===== src/rtl/proc_ctrl_fsm.sv =====
// Fetch/Decode/Execute controller: 1-cycle registered outputs (JZ PC_ld combinational from Ra_zero), LOAD waits LOAD_WAIT cycles, HALT stalls until Go.
// Define CTRL_JUMP_EN to decode opcodes 6/7 as JUMP/JZ; otherwise they act as NOOP and PC_ld/PC_ld_val stay 0.
module proc_ctrl_fsm #(
    parameter int LOAD_WAIT = 1,
    parameter int PC_W      = 8
) (
    input  logic            Clock,
    input  logic            reset,
    input  logic [15:0]     IR,
    input  logic            Go,
    input  logic            Ra_zero,
    output logic            PC_clr,
    output logic            PC_up,
    output logic            PC_ld,
    output logic [PC_W-1:0] PC_ld_val,
    output logic            IR_ld,
    output logic [7:0]      D_addr,
    output logic            D_wr,
    output logic            RF_s,
    output logic [3:0]      RF_W_addr,
    output logic [3:0]      RF_Ra_addr,
    output logic [3:0]      RF_Rb_addr,
    output logic            RF_W_en,
    output logic [2:0]      ALU_s0,
    output logic            Halted,
    output logic [3:0]      OutState,
    output logic [3:0]      OutNextState
);

    typedef enum logic [3:0] {
        S_INIT   = 4'd0,
        S_FETCH  = 4'd1,
        S_DECODE = 4'd2,
        S_NOOP   = 4'd3,
        S_LOAD_A = 4'd4,
        S_LOAD_B = 4'd5,
        S_STORE  = 4'd6,
        S_ADD    = 4'd7,
        S_SUB    = 4'd8,
        S_HALT   = 4'd9,
        S_JUMP   = 4'd10,
        S_JZ     = 4'd11
    } state_t;

    localparam logic [3:0] WAIT_LAST = 4'(LOAD_WAIT - 1);

    state_t      state_q, state_d;
    logic [3:0]  wait_q;
    logic        pc_clr_q, pc_up_q, ir_ld_q, d_wr_q, rf_s_q, rf_w_en_q, halted_q;
    logic [7:0]  d_addr_q;
    logic [3:0]  rf_w_addr_q, rf_ra_addr_q, rf_rb_addr_q;
    logic [2:0]  alu_s0_q;

    always_comb begin
        state_d = S_INIT;
        case (state_q)
            S_INIT:   state_d = S_FETCH;
            S_FETCH:  state_d = S_DECODE;
            S_DECODE: begin
                case (IR[15:12])
                    4'd0:    state_d = S_NOOP;
                    4'd1:    state_d = S_STORE;
                    4'd2:    state_d = S_LOAD_A;
                    4'd3:    state_d = S_ADD;
                    4'd4:    state_d = S_SUB;
                    4'd5:    state_d = S_HALT;
`ifdef CTRL_JUMP_EN
                    4'd6:    state_d = S_JUMP;
                    4'd7:    state_d = S_JZ;
`endif
                    default: state_d = S_NOOP;
                endcase
            end
            S_NOOP, S_LOAD_B, S_STORE, S_ADD, S_SUB: state_d = S_FETCH;
            S_LOAD_A: state_d = (wait_q == WAIT_LAST) ? S_LOAD_B : S_LOAD_A;
            S_HALT:   state_d = Go ? S_FETCH : S_HALT;
`ifdef CTRL_JUMP_EN
            S_JUMP, S_JZ: state_d = S_FETCH;
`endif
            default:  state_d = S_INIT;
        endcase
    end

`ifdef CTRL_JUMP_EN
    logic            pc_ld_q;
    logic [PC_W-1:0] pc_ld_val_q;
`endif

    // Outputs are decoded from the state being entered so they are valid for its whole cycle.
    always_ff @(posedge Clock) begin
        if (!reset) begin
            state_q      <= S_INIT;
            wait_q       <= '0;
            pc_clr_q     <= 1'b1;
            pc_up_q      <= 1'b0;
            ir_ld_q      <= 1'b0;
            d_addr_q     <= '0;
            d_wr_q       <= 1'b0;
            rf_s_q       <= 1'b0;
            rf_w_addr_q  <= '0;
            rf_ra_addr_q <= '0;
            rf_rb_addr_q <= '0;
            rf_w_en_q    <= 1'b0;
            alu_s0_q     <= '0;
            halted_q     <= 1'b0;
`ifdef CTRL_JUMP_EN
            pc_ld_q      <= 1'b0;
            pc_ld_val_q  <= '0;
`endif
        end else begin
            state_q      <= state_d;
            wait_q       <= (state_q == S_LOAD_A && state_d == S_LOAD_A) ? wait_q + 4'd1 : 4'd0;
            pc_clr_q     <= 1'b0;
            pc_up_q      <= 1'b0;
            ir_ld_q      <= 1'b0;
            d_addr_q     <= '0;
            d_wr_q       <= 1'b0;
            rf_s_q       <= 1'b0;
            rf_w_addr_q  <= '0;
            rf_ra_addr_q <= '0;
            rf_rb_addr_q <= '0;
            rf_w_en_q    <= 1'b0;
            alu_s0_q     <= '0;
            halted_q     <= 1'b0;
`ifdef CTRL_JUMP_EN
            pc_ld_q      <= 1'b0;
            pc_ld_val_q  <= '0;
`endif
            case (state_d)
                S_INIT:  pc_clr_q <= 1'b1;
                S_FETCH: begin
                    ir_ld_q <= 1'b1;
                    pc_up_q <= 1'b1;
                end
                S_LOAD_A, S_LOAD_B: begin
                    d_addr_q    <= IR[11:4];
                    rf_s_q      <= 1'b1;
                    rf_w_addr_q <= IR[3:0];
                    rf_w_en_q   <= (state_d == S_LOAD_B);
                end
                S_STORE: begin
                    d_addr_q     <= IR[7:0];
                    rf_ra_addr_q <= IR[11:8];
                    d_wr_q       <= 1'b1;
                end
                S_ADD, S_SUB: begin
                    rf_ra_addr_q <= IR[11:8];
                    rf_rb_addr_q <= IR[7:4];
                    rf_w_addr_q  <= IR[3:0];
                    rf_w_en_q    <= 1'b1;
                    alu_s0_q     <= (state_d == S_ADD) ? 3'd1 : 3'd2;
                end
                S_HALT:  halted_q <= 1'b1;
`ifdef CTRL_JUMP_EN
                S_JUMP: begin
                    pc_ld_q     <= 1'b1;
                    pc_ld_val_q <= IR[PC_W-1:0];
                end
                S_JZ: begin
                    rf_ra_addr_q <= IR[11:8];
                    pc_ld_val_q  <= PC_W'(IR[7:0]);
                end
`endif
                default: ;
            endcase
        end
    end

`ifdef CTRL_JUMP_EN
    // Ra_zero comes straight from the RF read port in the JZ cycle, so this one output is Mealy.
    assign PC_ld     = pc_ld_q | ((state_q == S_JZ) & Ra_zero);
    assign PC_ld_val = pc_ld_val_q;
`else
    logic unused_ra_zero;
    assign unused_ra_zero = Ra_zero;
    assign PC_ld     = 1'b0;
    assign PC_ld_val = '0;
`endif

    assign PC_clr       = pc_clr_q;
    assign PC_up        = pc_up_q;
    assign IR_ld        = ir_ld_q;
    assign D_addr       = d_addr_q;
    assign D_wr         = d_wr_q;
    assign RF_s         = rf_s_q;
    assign RF_W_addr    = rf_w_addr_q;
    assign RF_Ra_addr   = rf_ra_addr_q;
    assign RF_Rb_addr   = rf_rb_addr_q;
    assign RF_W_en      = rf_w_en_q;
    assign ALU_s0       = alu_s0_q;
    assign Halted       = halted_q;
    assign OutState     = state_q;
    assign OutNextState = state_d;

endmodule


===== config.mk =====
export PLATFORM = sky130hd
export DESIGN_NAME = proc_ctrl_fsm
export DESIGN_NICKNAME = d
export VERILOG_FILES = /design/src/rtl/proc_ctrl_fsm.sv
export SDC_FILE = /design/constraint.sdc
export NUM_CORES = 1
export LEC_CHECK = 0
export CORE_UTILIZATION = 42
export CTS_BUF_LIST = sky130_fd_sc_hd__clkbuf_8
export DETAILED_ROUTE_END_ITERATION = 16
export PLACE_DENSITY = 0.9
export SLEW_MARGIN = 20
export SYNTH_ARGS = -nofsm -noshare
export SYNTH_HDL_FRONTEND = slang
export SYNTH_SLANG_ARGS = --single-unit

===== constraint.sdc =====
create_clock -name Clock -period 1.9 [get_ports Clock]
set_input_delay 0.285 -clock Clock [delete_from_list [all_inputs] [get_ports Clock]]
set_output_delay 0.285 -clock Clock [all_outputs]
set_load 0.01 [all_outputs]

# Word-level counts from Yosys, hierarchy flattened
# Index checks and enable logic that the tools add are counted.
[classes]
bitwise = 0
n_reduce_logical = 13
mux = 12
n_div = 0
n_shift = 0
multipliers = 0
add_sub_neg = 1
magnitude_cmp = 0
n_eq_ne = 21
[ops]
columns = ["cell", "n"]
rows = [
  ["$eq A4 B3 Y1 const B", 10],
  ["$pmux W4 S5", 2],
  ["$eq A4 B2 Y1 const B", 4],
  ["$eq A4 B4 Y1 const B", 4],
  ["$pmux W8 S2", 1],
  ["$eq A4 B1 Y1 const B", 3],
  ["$logic_not A4 Y1", 3],
  ["$reduce_and A2 Y1", 4],
  ["$mux W1", 6],
  ["$reduce_or A6 Y1", 1],
  ["$add A4 B1 Y4 const B", 1],
  ["$mux W4", 1],
  ["$reduce_or A2 Y1", 2],
  ["$reduce_or A4 Y1", 1],
  ["$reduce_or A3 Y1", 1],
  ["$mux W2", 1],
  ["$pmux W1 S2", 1],
  ["$logic_and A1 B1 Y1", 1],
]
[totals]
mem_bits_ro = 0
mem_count = 0
ram_bits = 0
out_inout_bits = 47
wordCells = 60
regBits = 37
latchBits = 0

# Depth between registers and ports, before layout
[logic_depth]
ltp_word = 6
mapped_depth = 8

# Worst setup path after synthesis
# Ideal clock, no wire load.
[synth_timing]
kind = "register to register"
startpoint = "register state_q[1], in the netlist OutState[1]"
endpoint = "register d_addr_q[0], in the netlist D_addr[0]"
arrival_ns = 1.550
path_buffers = 0
period_less_slack_ns = 1.667
path_stages_with_launch = 7
path_slack_ns = 0.233
required_time_ns = 1.783
path_cell_list = "dfxtp_1 > nor2b_1 > a21oi_1 > a211o_4 > inv_2 > nor3_4 > a32o_1"
[synth_via]
elab_chain_len = 6
[synth_rtl]
columns = ["element", "line", "rtl"]
rows = [
  ["start: declaration", "47", "state_t state_q, state_d;"],
  ["start signal: assignment", "111", "state_q <= state_d;"],
  ["$eq A4 B2 Y1, or another cell as far along", "56", "case (state_q)"],
  ["$reduce_or A6 Y1 (no source line)", "--", ""],
  ["$pmux W4 S5 (*)", "56", ""],
  ["named net OutNextState[1]", "27", "output logic [3:0] OutNextState"],
  ["$eq A4 B3 Y1", "129", "case (state_d)"],
  ["$reduce_or A2 Y1", "129", ""],
  ["$pmux W8 S2 (*)", "129", ""],
  ["end signal: assignment", "136", "d_addr_q <= IR[11:4];"],
  ["end signal: assignment", "142", "d_addr_q <= IR[7:0];"],
  ["end: declaration", "50", "logic [7:0] d_addr_q;"],
]
# The timed path passes the listed nets; every way through them passes the cells marked *.
# A chain may end at the register's enable or synchronous reset.

# Final worst setup path
[layout_timing]
startpoint = "register state_q[0], in the netlist OutState[0]"
endpoint = "register rf_ra_addr_q[1], in the netlist RF_Ra_addr[1]"
[layout_via]
elab_chain_len = 6
[layout_rtl]
columns = ["element", "line", "rtl"]
rows = [
  ["$eq A4 B2 Y1, or another cell as far along", "56", ""],
  ["$reduce_or A6 Y1 (no source line)", "--", ""],
  ["$pmux W4 S5 (*)", "56", ""],
  ["$eq A4 B3 Y1 or $eq A4 B4 Y1 (tied branches)", "129", ""],
  ["$reduce_or A3 Y1 (no source line) (*)", "--", ""],
  ["$reduce_and A2 Y1 (no source line) (*)", "--", ""],
  ["end signal: assignment", "143", "rf_ra_addr_q <= IR[11:8];"],
  ["end signal: assignment", "147", "rf_ra_addr_q <= IR[11:8];"],
  ["end: declaration", "51", "logic [3:0] rf_w_addr_q, rf_ra_addr_q, rf_rb_addr_q;"],
]
# Mark *: on every way between the ends. The rest lies on a longest branch, timed or not.

==> reports/results.tsv <==
metric	value	unit
Tmin final	1.849	ns
drt total wl	4026	microns
initial DRC count	38	
setup TNS	0	ns
dpl hpwl	2894	microns
worst reg2reg path depth	7	
drt wl/cell	15.73	microns
Hold Path Class	reg2reg	
CP required	2.13	ns
Ys Warns	0	
total grt overflow	0	
Layout Skew	0.002529	ns
Hold Slack	0.5455	ns
drt first pass iters	4	
core area	3153	sq um
final net count	236	
share of cells above drive strength 1	0.2594	
PortBufs	55	
Critical Path End Type	flop	
TritonCTS clock tree	done	
hold wc startpoint	wait_q[3]$_SDFF_PN0_	
FF+latch count, synth	36	
worst setup path startpoint	OutState[0]$_SDFF_PN0_	
synth unique cells	44	
Vias/cell	5.141	
Hold Fails Final Rpt	0	
Area growth syn-to-layout	59.72	%
Synth Cell Area	1441	sq um
first-pass GRT wire length	5823	microns
H-tree Lvls	2	
Hold Crit Depth	2	
num ports	67	
DRT antenna net count	0	
Startpoint Class	flop	
final setup margin	0.05077	ns
gr usage total	0.2266	
Clk pin slew, worst setup/hold paths	0.06	ns
Initial Util	0.4571	
register area share after synthesis	0.5000	
clk buf depth	2	
number of global-route vias before repair	1320	
Final Total Pwr	1.599	mW
Multi-input gate area	689.4	sq um
fmax	0.5408	GHz
via count	1316	
R2R Path Start	OutState[0]$_SDFF_PN0_	
Tcrit/Tclk final	0.9733	
Die Y	60.58	microns
Leakage	0.9713	nW
cell row count	20	
VDD IR max	641.4	uV
pre-CTS setup slack	-0.4525	ns
Num CTS Buffers	5	
# DRC	0	
gp weighted congestion	0.9244	
die extent in x	60.58	microns
setup violators final	0	
PD cells	694.5	nW/um^2
Worst-Skew Late Latency	0.28	ns
initial antenna violation count	0	
die area	3670	sq um
maxcap violations	0	
Slew Limit Fails	0	
# hold bufs at CTS	0	
Worst EP arrival	2.08	ns
largest net degree at the start of global routing	12	
# diodes	0	
Root Buffer	clkbuf_8	
Sink Count	36	
outcome	completed	
fill cell count	218	
crit-path max FO	5	
Register Area	728.2	sq um
Avg Cell Area, Syn	10.84	sq um
critical path class	reg2reg	
Post-Synthesis Cells	133	
-- state kept, by name (all words and copies together), names as in the netlist --
signal / cells
ALU_s0: 2
D_addr: 8
D_wr: 1
Halted: 1
IR_ld: 1
OutState: 4
PC_clr: 1
RF_Ra_addr: 4
RF_Rb_addr: 4
RF_W_addr: 4
RF_W_en: 1
RF_s: 1
wait_q: 4
-- cells by family (layout without fill, tap and decap cells) --
logic type / count (synthesis) / count (layout) / synth area share
fa+ha+maj: 2 / 2 / 0.01736
xor+xnor: 3 / 3 / 0.01823
simple gates: 41 / 41 / 0.2014
buf+inv: 23 / 93 / 0.09201
flops: 36 / 36 / 0.5000
compound gates: 27 / 27 / 0.1684
other cells: 1 / 10 / 0.002602
-- what timing repair did --
item / 4_1_cts / 5_1_grt
hold endpoints to repair: 0 / 0
pin swaps: 4 / 6
resized for setup: 21 / 15
setup buffers: 0 / 1
endpoints found under the setup margin: 24 / 24
-- metal layers --
layer	routed length (microns)	up-vias	GRT usage
li1	-	610	-
met1	1416	628	0.2163
met2	2225	67	0.4239
met3	280	11	0.07889
met4	103	0	0.1201
met5	0	-	0
-- critical path: stages, from the launching register on --
cell and delay, ns:
dfxtp_2 0.35, buf_4 0.16, nor3b_4 0.27, a31oi_4 0.14, buf_4 0.20, a2111oi_4 0.33
o21a_1 0.20, and2_1 0.14
-- per-stage QoR --
step / area [sq um] / util / cells
final: 2302 / 0.7302 / 256
after global placement: 2167 / 0.6873 / 250
after CTS: 2272 / 0.7206 / 255
after detailed placement: 2167 / 0.6873 / 250
after global routing: 2302 / 0.7302 / 256
after floorplan: 1475 / - / 142
-- cell type report --
| cell class | instances | share of cell area |
|---|---|---|
| Clock buffer | 5 | 0.02989 |
| Inverter | 9 | 0.01467 |
| Multi-Input combinational cell | 83 | 0.2995 |
| Sequential cell | 36 | 0.3163 |
| Tap cell | 44 | 0.02391 |
| Timing Repair Buffer | 79 | 0.3158 |
-- path summary, 6_finish.rpt --
path,endpoint,slack [ns]
setup / recovery,RF_Ra_addr[1]$_SDFF_PN0_,0.05
hold / removal,wait_q[3]$_SDFF_PN0_,0.55
setup reg to reg,RF_Ra_addr[1]$_SDFF_PN0_,0.05
hold reg to reg,wait_q[3]$_SDFF_PN0_,0.55
-- placed cells by master, fill, tap and decap left out, types with 6 or more instances in the layout --
| master | synthesis | routed |
|---|---|---|
| a32o_1 | 8 | 8 |
| and3_1 | 7 | 6 |
| buf_4 | 12 | 21 |
| clkdlybuf4s50_1 | 0 | 48 |
| conb_1 | 1 | 10 |
| dfxtp_1 | 36 | 32 |
| inv_1 | 8 | 8 |
| nor2_1 | 9 | 8 |
-- where the power goes --
| group | internal [mW] | total, mW | switching (mW) |
|---|---|---|---|
| logic | 0.182 | 0.343 | 0.160 |
| clock network | 0.235 | 0.464 | 0.228 |
| registers | 0.776 | 0.793 | 0.0169 |
| total | 1.19 | 1.60 | 0.405 |
-- synth_stat cells, drive strengths merged --
master | instances | area [sq um]
clkbuf | 1 | 3.750
nor3 | 1 | 16.27
nor2 | 10 | 40.04
a21boi | 5 | 37.54
nand3 | 2 | 15.01
a41o | 1 | 10.01
a211oi | 1 | 7.510
inv | 9 | 33.78
a211o | 1 | 17.52
and3 | 7 | 43.79
nor4 | 1 | 6.260
o21ai | 3 | 15.01
o21a | 1 | 7.510
nand2 | 3 | 11.26
a32o | 8 | 80.08
o21ba | 1 | 10.01
o311ai | 1 | 8.760
a2111oi | 1 | 15.01
nand4b | 1 | 8.760
a21oi | 1 | 5.000
xnor2 | 1 | 8.760
a31oi | 1 | 12.51
xor2 | 2 | 17.52
buf | 13 | 95.09
conb | 1 | 3.750
and2 | 5 | 31.28
or3b | 1 | 8.760
nor4b | 3 | 38.79
ha | 2 | 25.02
nand2b | 1 | 6.260
nor2b | 2 | 12.51
o211ai | 1 | 7.510
a32oi | 1 | 8.760
nand3b | 2 | 27.53
nand4bb | 1 | 11.26
nor3b | 1 | 12.51
dfxtp | 36 | 720.7
Power figures use the tool's default switching activity.
